**src/rtl/tx_arbiter_pkg.sv**
```systemverilog
// Shared constants for the TX arbiter: FSM state encodings and default sizes.
package tx_arbiter_pkg;

  localparam int TX_DATA_W   = 55;
  localparam int DEF_N_PORTS = 4;

  localparam logic [1:0] ST_IDLE  = 2'd0;
  localparam logic [1:0] ST_GRANT = 2'd1;
  localparam logic [1:0] ST_DRAIN = 2'd2;

endpackage

```
**src/rtl/tx_arbiter_if.sv**
```systemverilog
// Requester/TX-side bundle of the arbiter; the slave modport is the arbiter's view.
interface tx_arbiter_if
  import tx_arbiter_pkg::*;
#(
  parameter int N_PORTS = DEF_N_PORTS,
  parameter int DATA_W  = TX_DATA_W
);
  localparam int PTR_W = $clog2(N_PORTS);

  logic [N_PORTS-1:0]        req;
  logic [N_PORTS*DATA_W-1:0] req_data;
  logic [N_PORTS-1:0]        port_en;
  logic [N_PORTS-1:0]        ack;
  logic                      tx_ready;
  logic                      rc_has_data;
  logic [DATA_W-1:0]         data_to_tx;
  logic                      busy;
  logic [PTR_W-1:0]          gnt_idx;

  modport master (
    output req, req_data, port_en, tx_ready,
    input  ack, rc_has_data, data_to_tx, busy, gnt_idx
  );

  modport slave (
    input  req, req_data, port_en, tx_ready,
    output ack, rc_has_data, data_to_tx, busy, gnt_idx
  );

endinterface

```
**src/rtl/tx_arbiter_rr_pick.sv**
```systemverilog
// Combinational round-robin picker: first set bit at or after the pointer, wrapping to 0.
module rr_pick #(
  parameter  int N_PORTS = 4,
  localparam int PTR_W   = $clog2(N_PORTS)
) (
  input  logic [N_PORTS-1:0] i_elig,
  input  logic [PTR_W-1:0]   i_ptr,
  output logic [PTR_W-1:0]   o_idx,
  output logic               o_found
);

  // Scan from farthest to nearest so the closest eligible port wins.
  always_comb begin
    o_found = 1'b0;
    o_idx   = '0;
    for (int k = N_PORTS - 1; k >= 0; k--) begin
      if (i_elig[(int'(i_ptr) + k) % N_PORTS]) begin
        o_found = 1'b1;
        o_idx   = PTR_W'((int'(i_ptr) + k) % N_PORTS);
      end
    end
  end

endmodule

```
**src/rtl/tx_arbiter.sv**
```systemverilog
// Round-robin arbiter handing one packet at a time from N requesters to the TX handshake unit.
module tx_arbiter
  import tx_arbiter_pkg::*;
#(
  parameter int N_PORTS = DEF_N_PORTS,
  parameter int DATA_W  = TX_DATA_W
) (
  input  logic        clk,
  input  logic        rst_n,
  tx_arbiter_if.slave bus
);

  localparam int PTR_W = $clog2(N_PORTS);

  logic [1:0]         r_state;
  logic [PTR_W-1:0]   r_rr_ptr;
  logic [PTR_W-1:0]   r_gnt_idx;
  logic [DATA_W-1:0]  r_hold_data;

  logic [N_PORTS-1:0] w_elig;
  logic [PTR_W-1:0]   w_pick_idx;
  logic               w_pick_found;
  logic               w_gnt_live;
  logic               w_accept;
  logic [DATA_W-1:0]  w_gnt_data;
  logic [DATA_W-1:0]  w_data_out;

  assign w_elig = bus.req & bus.port_en;

  rr_pick #(.N_PORTS(N_PORTS)) u_rr_pick (
    .i_elig  (w_elig),
    .i_ptr   (r_rr_ptr),
    .o_idx   (w_pick_idx),
    .o_found (w_pick_found)
  );

  // The grant stays valid only while the owner keeps requesting and stays enabled.
  assign w_gnt_live = bus.req[r_gnt_idx] & bus.port_en[r_gnt_idx];
  assign w_accept   = (r_state == ST_GRANT) & w_gnt_live & bus.tx_ready;
  assign w_gnt_data = bus.req_data[r_gnt_idx*DATA_W +: DATA_W];

  always_ff @(posedge clk or negedge rst_n) begin
    if (!rst_n) begin
      r_state     <= ST_IDLE;
      r_rr_ptr    <= '0;
      r_gnt_idx   <= '0;
      r_hold_data <= '0;
    end else begin
      case (r_state)
        ST_IDLE: begin
          if (w_pick_found) begin
            r_gnt_idx <= w_pick_idx;
            r_state   <= ST_GRANT;
          end
        end
        ST_GRANT: begin
          if (!w_gnt_live) begin
            r_state <= ST_IDLE;
          end else if (bus.tx_ready) begin
            r_rr_ptr    <= (r_gnt_idx == PTR_W'(N_PORTS - 1)) ? '0 : r_gnt_idx + 1'b1;
            r_hold_data <= w_gnt_data;
            r_state     <= ST_DRAIN;
          end
        end
        // Wait for the TX unit to leave ready so the same slot is never offered twice.
        ST_DRAIN: begin
          if (!bus.tx_ready) begin
            r_state <= ST_IDLE;
          end
        end
        default: r_state <= ST_IDLE;
      endcase
    end
  end

  always_comb begin
    case (r_state)
      ST_GRANT: w_data_out = w_gnt_data;
      ST_DRAIN: w_data_out = r_hold_data;
      default:  w_data_out = '0;
    endcase
  end

  assign bus.rc_has_data = (r_state == ST_GRANT) & w_gnt_live;
  assign bus.ack         = w_accept ? (N_PORTS'(1) << r_gnt_idx) : '0;
  assign bus.data_to_tx  = w_data_out;
  assign bus.busy        = (r_state != ST_IDLE);
  assign bus.gnt_idx     = r_gnt_idx;

endmodule

```
**src/flat_wrapper.sv**
```systemverilog
// flat-port wrapper written by rule: the top's interface ports become plain ports
module tx_arbiter_flat import tx_arbiter_pkg::*;
#(
  parameter int N_PORTS = DEF_N_PORTS,
  parameter int DATA_W  = TX_DATA_W
)
  (clk, rst_n, bus_req, bus_req_data, bus_port_en, bus_tx_ready, bus_ack, bus_rc_has_data, bus_data_to_tx, bus_busy, bus_gnt_idx);
  tx_arbiter_if #(.N_PORTS(N_PORTS), .DATA_W(DATA_W)) bus_i ();
  input  logic clk;
  input  logic rst_n;
  input wire logic [$bits(bus_i.req)-1:0] bus_req;
  input wire logic [$bits(bus_i.req_data)-1:0] bus_req_data;
  input wire logic [$bits(bus_i.port_en)-1:0] bus_port_en;
  input wire logic [$bits(bus_i.tx_ready)-1:0] bus_tx_ready;
  output wire logic [$bits(bus_i.ack)-1:0] bus_ack;
  output wire logic [$bits(bus_i.rc_has_data)-1:0] bus_rc_has_data;
  output wire logic [$bits(bus_i.data_to_tx)-1:0] bus_data_to_tx;
  output wire logic [$bits(bus_i.busy)-1:0] bus_busy;
  output wire logic [$bits(bus_i.gnt_idx)-1:0] bus_gnt_idx;
  assign bus_i.req = bus_req;
  assign bus_i.req_data = bus_req_data;
  assign bus_i.port_en = bus_port_en;
  assign bus_i.tx_ready = bus_tx_ready;
  assign bus_ack = bus_i.ack;
  assign bus_rc_has_data = bus_i.rc_has_data;
  assign bus_data_to_tx = bus_i.data_to_tx;
  assign bus_busy = bus_i.busy;
  assign bus_gnt_idx = bus_i.gnt_idx;
  tx_arbiter #(.N_PORTS(N_PORTS), .DATA_W(DATA_W)) u_core (.clk(clk), .rst_n(rst_n), .bus(bus_i));
endmodule
```
**config.mk**
```make
export PLATFORM = sky130hd
export DESIGN_NAME = tx_arbiter_flat
export DESIGN_NICKNAME = d
export VERILOG_FILES = /design/src/rtl/tx_arbiter_pkg.sv /design/src/rtl/tx_arbiter_if.sv /design/src/rtl/tx_arbiter_rr_pick.sv /design/src/rtl/tx_arbiter.sv /design/src/flat_wrapper.sv
export SDC_FILE = /design/constraint.sdc
export NUM_CORES = 1
export LEC_CHECK = 0
export ABC_AREA = 1
export BUFFER_PORTS_ARGS = -buffer_cell sky130_fd_sc_hd__buf_2
export CAP_MARGIN = 20
export CELL_PAD_IN_SITES_DETAIL_PLACEMENT = 0
export CELL_PAD_IN_SITES_GLOBAL_PLACEMENT = 1
export CORE_ASPECT_RATIO = 1.1
export CORE_MARGIN = 2
export CORE_UTILIZATION = 26
export CTS_CLUSTER_SIZE = 24
export DETAILED_ROUTE_END_ITERATION = 12
export GPL_TIMING_DRIVEN = 1
export PLACE_DENSITY = 0.91
export SETUP_SLACK_MARGIN = 0.05
export SLEW_MARGIN = 20
export SYNTH_ARGS = -nofsm -noshare
export SYNTH_HDL_FRONTEND = slang
export SYNTH_HIERARCHICAL = 1
export SYNTH_SLANG_ARGS = --single-unit
```
**constraint.sdc**
```tcl
create_clock -name clk -period 1.75 [get_ports clk]
set_clock_uncertainty 0.05 [all_clocks]
set_input_delay 0.35 -clock clk [delete_from_list [all_inputs] [get_ports clk]]
set_output_delay 0.35 -clock clk [all_outputs]
set_load 0.02 [all_outputs]
```
======== Yosys cells after proc, flatten, opt, wreduce, memory -nomap -nowiden ========
Cells that the tools add are included.
word-level totals
  ROM bits ................................ 0
  flip-flop bits (word level) ............. 61
  bits in latches ......................... 0
  bits of input ports ..................... 231
  memories kept ........................... 0
  bits in writable memories ............... 0
  output and inout port bits .............. 63
  word-level logic and storage cells ...... 68
cells by class
  add/subtract/negate cells ............... 4
  div/mod/pow operators ................... 0
  multiply operators ...................... 1
  shift operators ......................... 2
  order comparisons ....................... 5
  bitwise logic cells ..................... 7
  reductions and logical operators ........ 8
  multiplexer cells ....................... 31
  eq/ne operators ......................... 6
operator list
  cell                                                 count
  variable part select 220 x 9 -> 55 bit               1
  case mux 55 bit (2 select lines)                     1
  two-way mux 2 bit                                    9
  two-way mux 1 bit                                    13
  binary-select mux 1 bit (select 2 bit)               6
  < comparator 3 x 4 -> 1 bit, second input constant   3
  multiplier 2 x 6 -> 8 bit, second input constant     1
  < comparator 2 x 3 -> 1 bit, second input constant   2
  case mux 2 bit (3 select lines)                      1
  AND reduction 3 bit                                  2
  OR reduction 2 bit                                   3
  adder 2 x 1 -> 2 bit, second input constant          2
  adder 2 bit, second input constant                   2
  bitwise AND 4 bit                                    1
  equality test 2 bit, second input constant           2
  two-way mux 4 bit                                    1
  != test 2 bit, second input constant                 2
  left shift 1 x 2 -> 4 bit, first input constant      1
  bitwise AND 1 bit                                    3
  bitwise AND 1 bit, first input constant              3
  != test 3 bit, second input constant                 1
  equality test 2 x 1 -> 1 bit, second input constant  1
  logical NOT 2 bit                                    1
  AND reduction 2 bit                                  1
  nonzero test 2 bit                                   1

======== Logic depth before layout (Yosys ltp) ========
  depth after elaboration ................. 12
  mapped depth ............................ 13
  mapped depth without buffers ............ 13

======== Hierarchy ========
Netlist, hierarchy kept.
by module, submodules not included
  module      seq. area each (µm²)  cells an instance  area an instance (µm²)  instances
  tx_arbiter  1,526.5               794                4,772.1                 1
  rr_pick     0.0                   44                 215.2                   1

======== Worst setup path after synthesis ========
Ideal clock, no wire load.
  path type ............................... register to output
  start point ............................. reg u_core.r_gnt_idx[0] (netlist: u_core/bus.gnt_idx[0])
  end point ............................... out bus_data_to_tx[6]
  setup slack ............................. -328 ps
  stages on the path, launching flop included .. 8
  path buffers ............................ 2
  required time ........................... 1,350 ps
  arrival time ............................ 1,678 ps
  cell sequence ........................... dfrtp_1 -> inv_2 -> buf_2 -> clkbuf_1 -> o21ai_0 -> o22ai_1 -> nand2_1 -> a21oi_1
between the ends
  longest elaborated chain between the ends .. 3
ends and longest elaborated chain
  what                                    line                RTL
  start, declared                         tx_arbiter.sv:17    logic [PTR_W-1:0] r_gnt_idx;
  start signal, assigned                  tx_arbiter.sv:52    r_gnt_idx <= w_pick_idx;
  multiplier 2 x 6 -> 8 bit               tx_arbiter.sv:40    assign w_gnt_data = bus.req_data[r_gnt_idx*DATA_W +: DATA_W];
  variable part select 220 x 9 -> 55 bit  tx_arbiter.sv:40
  case mux 55 bit (2 select lines)        tx_arbiter.sv:77    case (r_state)
  end, declared                           flat_wrapper.sv:17  output wire logic [$bits(bus_i.data_to_tx)-1:0] bus_data_to_tx;
No other way between the ends.

======== Final worst setup path ========
  start point ............................. reg u_core.r_gnt_idx[0] (netlist: u_core/bus.gnt_idx[0])
  end point ............................... out bus_data_to_tx[51]
The elaborated chain is that of the path after synthesis.

==> impl_metrics.ini <==
[floorplan]
fp-row-count = 53
design.core.area_um2 = 18970
die_x_um = 136.1
die_height_um = 149.3
die_area_um2 = 20310
pin_count = 294
start_util_pct = 26.30

[place]
hpwlAfterDp_um = 14550
placedInstanceArea_um2 = 7950
port_buffers = 293
dp_cells = 1391
place_congestion = 0.8046

[critical_path]
critPathMaxStageDelay_ns = 0.54
path_class = flip-flop to output port
critPathRequiredTime_ns = 1.35
path_delay_family = buffers and inverters
worst-path-max-fanout = 7
start_kind = flip-flop
worst-path-buf-inv = 4
crit_chain = clkinv_8 -> buf_12 -> clkbuf_16 -> nor2_2 -> o22ai_2 -> nand2_1 -> a21oi_4 -> buf_6
slowest_stage = dfrtp_4
worstPathArrival_ns = 1.93
cp-end-kind = output port
r2r_setup_slack_ns = -0.46

[global_route]
grt_pass1_wl_um = 35050
grt_max_degree = 62
grt_usage_pct = 22.29
antenna_found_initial = 0
grt-ovfl-total = 0
grt_pass1_vias = 6819

[sta]
setup_viol = 119
clock.fmax_mhz = 428.7
tightestPinTransition_ns = 0.3622
drv_slew = 0
maxSlewHeadroom_pct = 75.86
finalHoldViolCount = 0
setup_slack_ns = -0.5826
rsz0062_at_grt = yes
fin_crit_sh_pct = 133.3
period_minus_slack_ns = 2.333

[clock_tree]
htree_levels = 3
root_buffer = clkbuf_16
clk_pin_slew_ns = 0.05
cts_tree = built
insertion_delay_ns = 0.34
numCtsBuffers = 9
clkSinkCount = 61
cts_buffer_depth = 2

[cells_and_area]
antenna_cells = 0
area_delta_synth_final_pct = 115.5
design_area_um2 = 10750
final_common_cell = buf_2
final_cell_mix = 231 x buf_2, 210 x nand2_1, 98 x buf_4
fin_nets = 1474
drive_gt1_share_pct = 61.77
fillers = 1731
layout.cells.non_filler = 1487

[route]
viasPerCell = 5.028
totalWireLength_um = 25810
drt_first_pass_iters = 6
drcViolationCount = 0
ant_nets = 0
drt_iter0_drc = 308
wire_per_inst_um = 17.35
vias = 7477

[logic_synthesis]
yosysSeqAreaShare_pct = 30.61
synth_seq_cells = 61
synth_cells = 838
syn_area_per_cell_um2 = 5.951
synth.distinct_cells = 21
netlist_area_um2 = 4987
yosys_warnings = 6
syn_nets = 1077

[hold_path]
min_path_type = input port to flip-flop

[run_status]
violations = setup timing
status = complete, but fails checks

[run]
drv_cap = 0

[power]
ir_worst_vdd_mv = 0.9411
p_leak_uw = 0.005095
p_per_area_nw_per_um2 = 2138
[report_power, final]
| part | switching, uW | internal [uW] |
|---|---|---|
| clock | 672 | 1140 |
| combinational | 9910 | 8720 |
| sequential | 482 | 2060 |
[cell usage after synthesis, drive strengths merged]
library cell | instances | share of area [%]
a21oi | 58 | 5.8
nand3 | 14 | 1.6
buf | 32 | 3.8
ha | 8 | 2.0
nand2 | 317 | 24
o21ai | 113 | 11
clkbuf | 34 | 2.6
inv | 26 | 2.0
nor2 | 119 | 9.0
dfrtp | 61 | 31
o22ai | 55 | 6.9
and2 | 1 | 0.18
[registers in the layout, indices dropped and copies added, names as in the netlist]
signal / flops
u_core/bus.gnt_idx: 2
u_core/r_rr_ptr: 2
u_core/r_hold_data: 55
u_core/r_state: 2
[what timing repair did]
| action | in CTS | in global routing |
|---|---|---|
| pin swaps | 66 | 130 |
| setup buffers | 37 | 26 |
| gates cloned | 14 | 9 |
| hold buffers | 1 | 0 |
| resized for setup | 206 | 295 |
| hold endpoints to repair | 48 | 0 |
| setup endpoints to repair | 119 | 121 |
[path summary, 6_finish.rpt]
| check | startpoint | cells past startpoint | endpoint |
|---|---|---|---|
| hold reg to reg | u_core/r_hold_data[15]$_DFFE_PN0P_ | 2 | u_core/r_hold_data[15]$_DFFE_PN0P_ |
| max in group asynchronous | rst_n | 3 | u_core/bus.gnt_idx[0]$_DFFE_PN0P_ |
| min in group asynchronous | rst_n | 3 | u_core/r_hold_data[13]$_DFFE_PN0P_ |
| setup reg to reg | u_core/bus.gnt_idx[0]$_DFFE_PN0P_ | 14 | u_core/r_hold_data[51]$_DFFE_PN0P_ |
| hold / removal | bus_req_data[7] | 5 | u_core/r_hold_data[7]$_DFFE_PN0P_ |
| setup / recovery | u_core/bus.gnt_idx[0]$_DFFE_PN0P_ | 8 | bus_data_to_tx[51] |
[metal layers]
metal  GRT usage [%]  part of all wire, %  vias to the layer above
met4           9.323                  2.8                        0
met1           26.16                   40                     3542
met5               0                    0                        -
met3           3.670                  7.4                       44
li1                -                    -                     3553
met2           39.90                   50                      338
[cells by family (layout without fill, tap and decap cells)]
group                      Yosys count  after routing  synth area share (%)
AOI/OAI and AO/OA                  226            226                 24.13
adders and majority gates            8              8                 2.007
buffers and inverters               92            494                 8.405
DFF                                 61             61                 30.61
and+or+nand+nor                    451            451                 34.85
[per-stage QoR]
step | util, % | total power, uW | hold WS [ns] | setup WS [ns] | setup TNS (ns)
6_report | 56.66 | 22980 | 0.3344 | -0.5826 | -53.66
5_1_grt | 56.66 | 24260 | 0.3511 | -0.6541 | -62.41
4_1_cts | 50.44 | 19820 | 0.3211 | -0.5909 | -53.27
3_5_place_dp | 41.92 | 14670 | 0.3407 | -0.3323 | -23.27
3_3_place_gp | 41.92 | 14510 | 0.3562 | -0.3314 | -21.73
2_1_floorplan | - | 10470 | 0.004409 | -0.06087 | -2.768
[worst reg2reg max path: stages, from the launching register on]
cell	delay, ns
dfrtp_4	0.49
clkinv_8	0.11
buf_12	0.16
clkbuf_16	0.18
nand2_4	0.06
nand3_2	0.06
nand2_2	0.10
nand3_4	0.16
buf_6	0.18
buf_8	0.13
inv_12	0.10
buf_12	0.13
buf_16	0.14
nand2_2	0.05
nand2_1	0.06
[layout make-up]
type	instances	area, um^2	area share (%)
Clock buffer	12	246.5	2.294
Clock inverter	4	47.55	0.4424
Inverter	26	132.6	1.234
Multi-Input combinational cell	685	4647	43.24
Sequential cell	61	1533	14.26
Tap cell	247	309.0	2.876
Timing Repair Buffer	452	3831	35.65
Note: power is estimated with default switching activity, not from simulation.
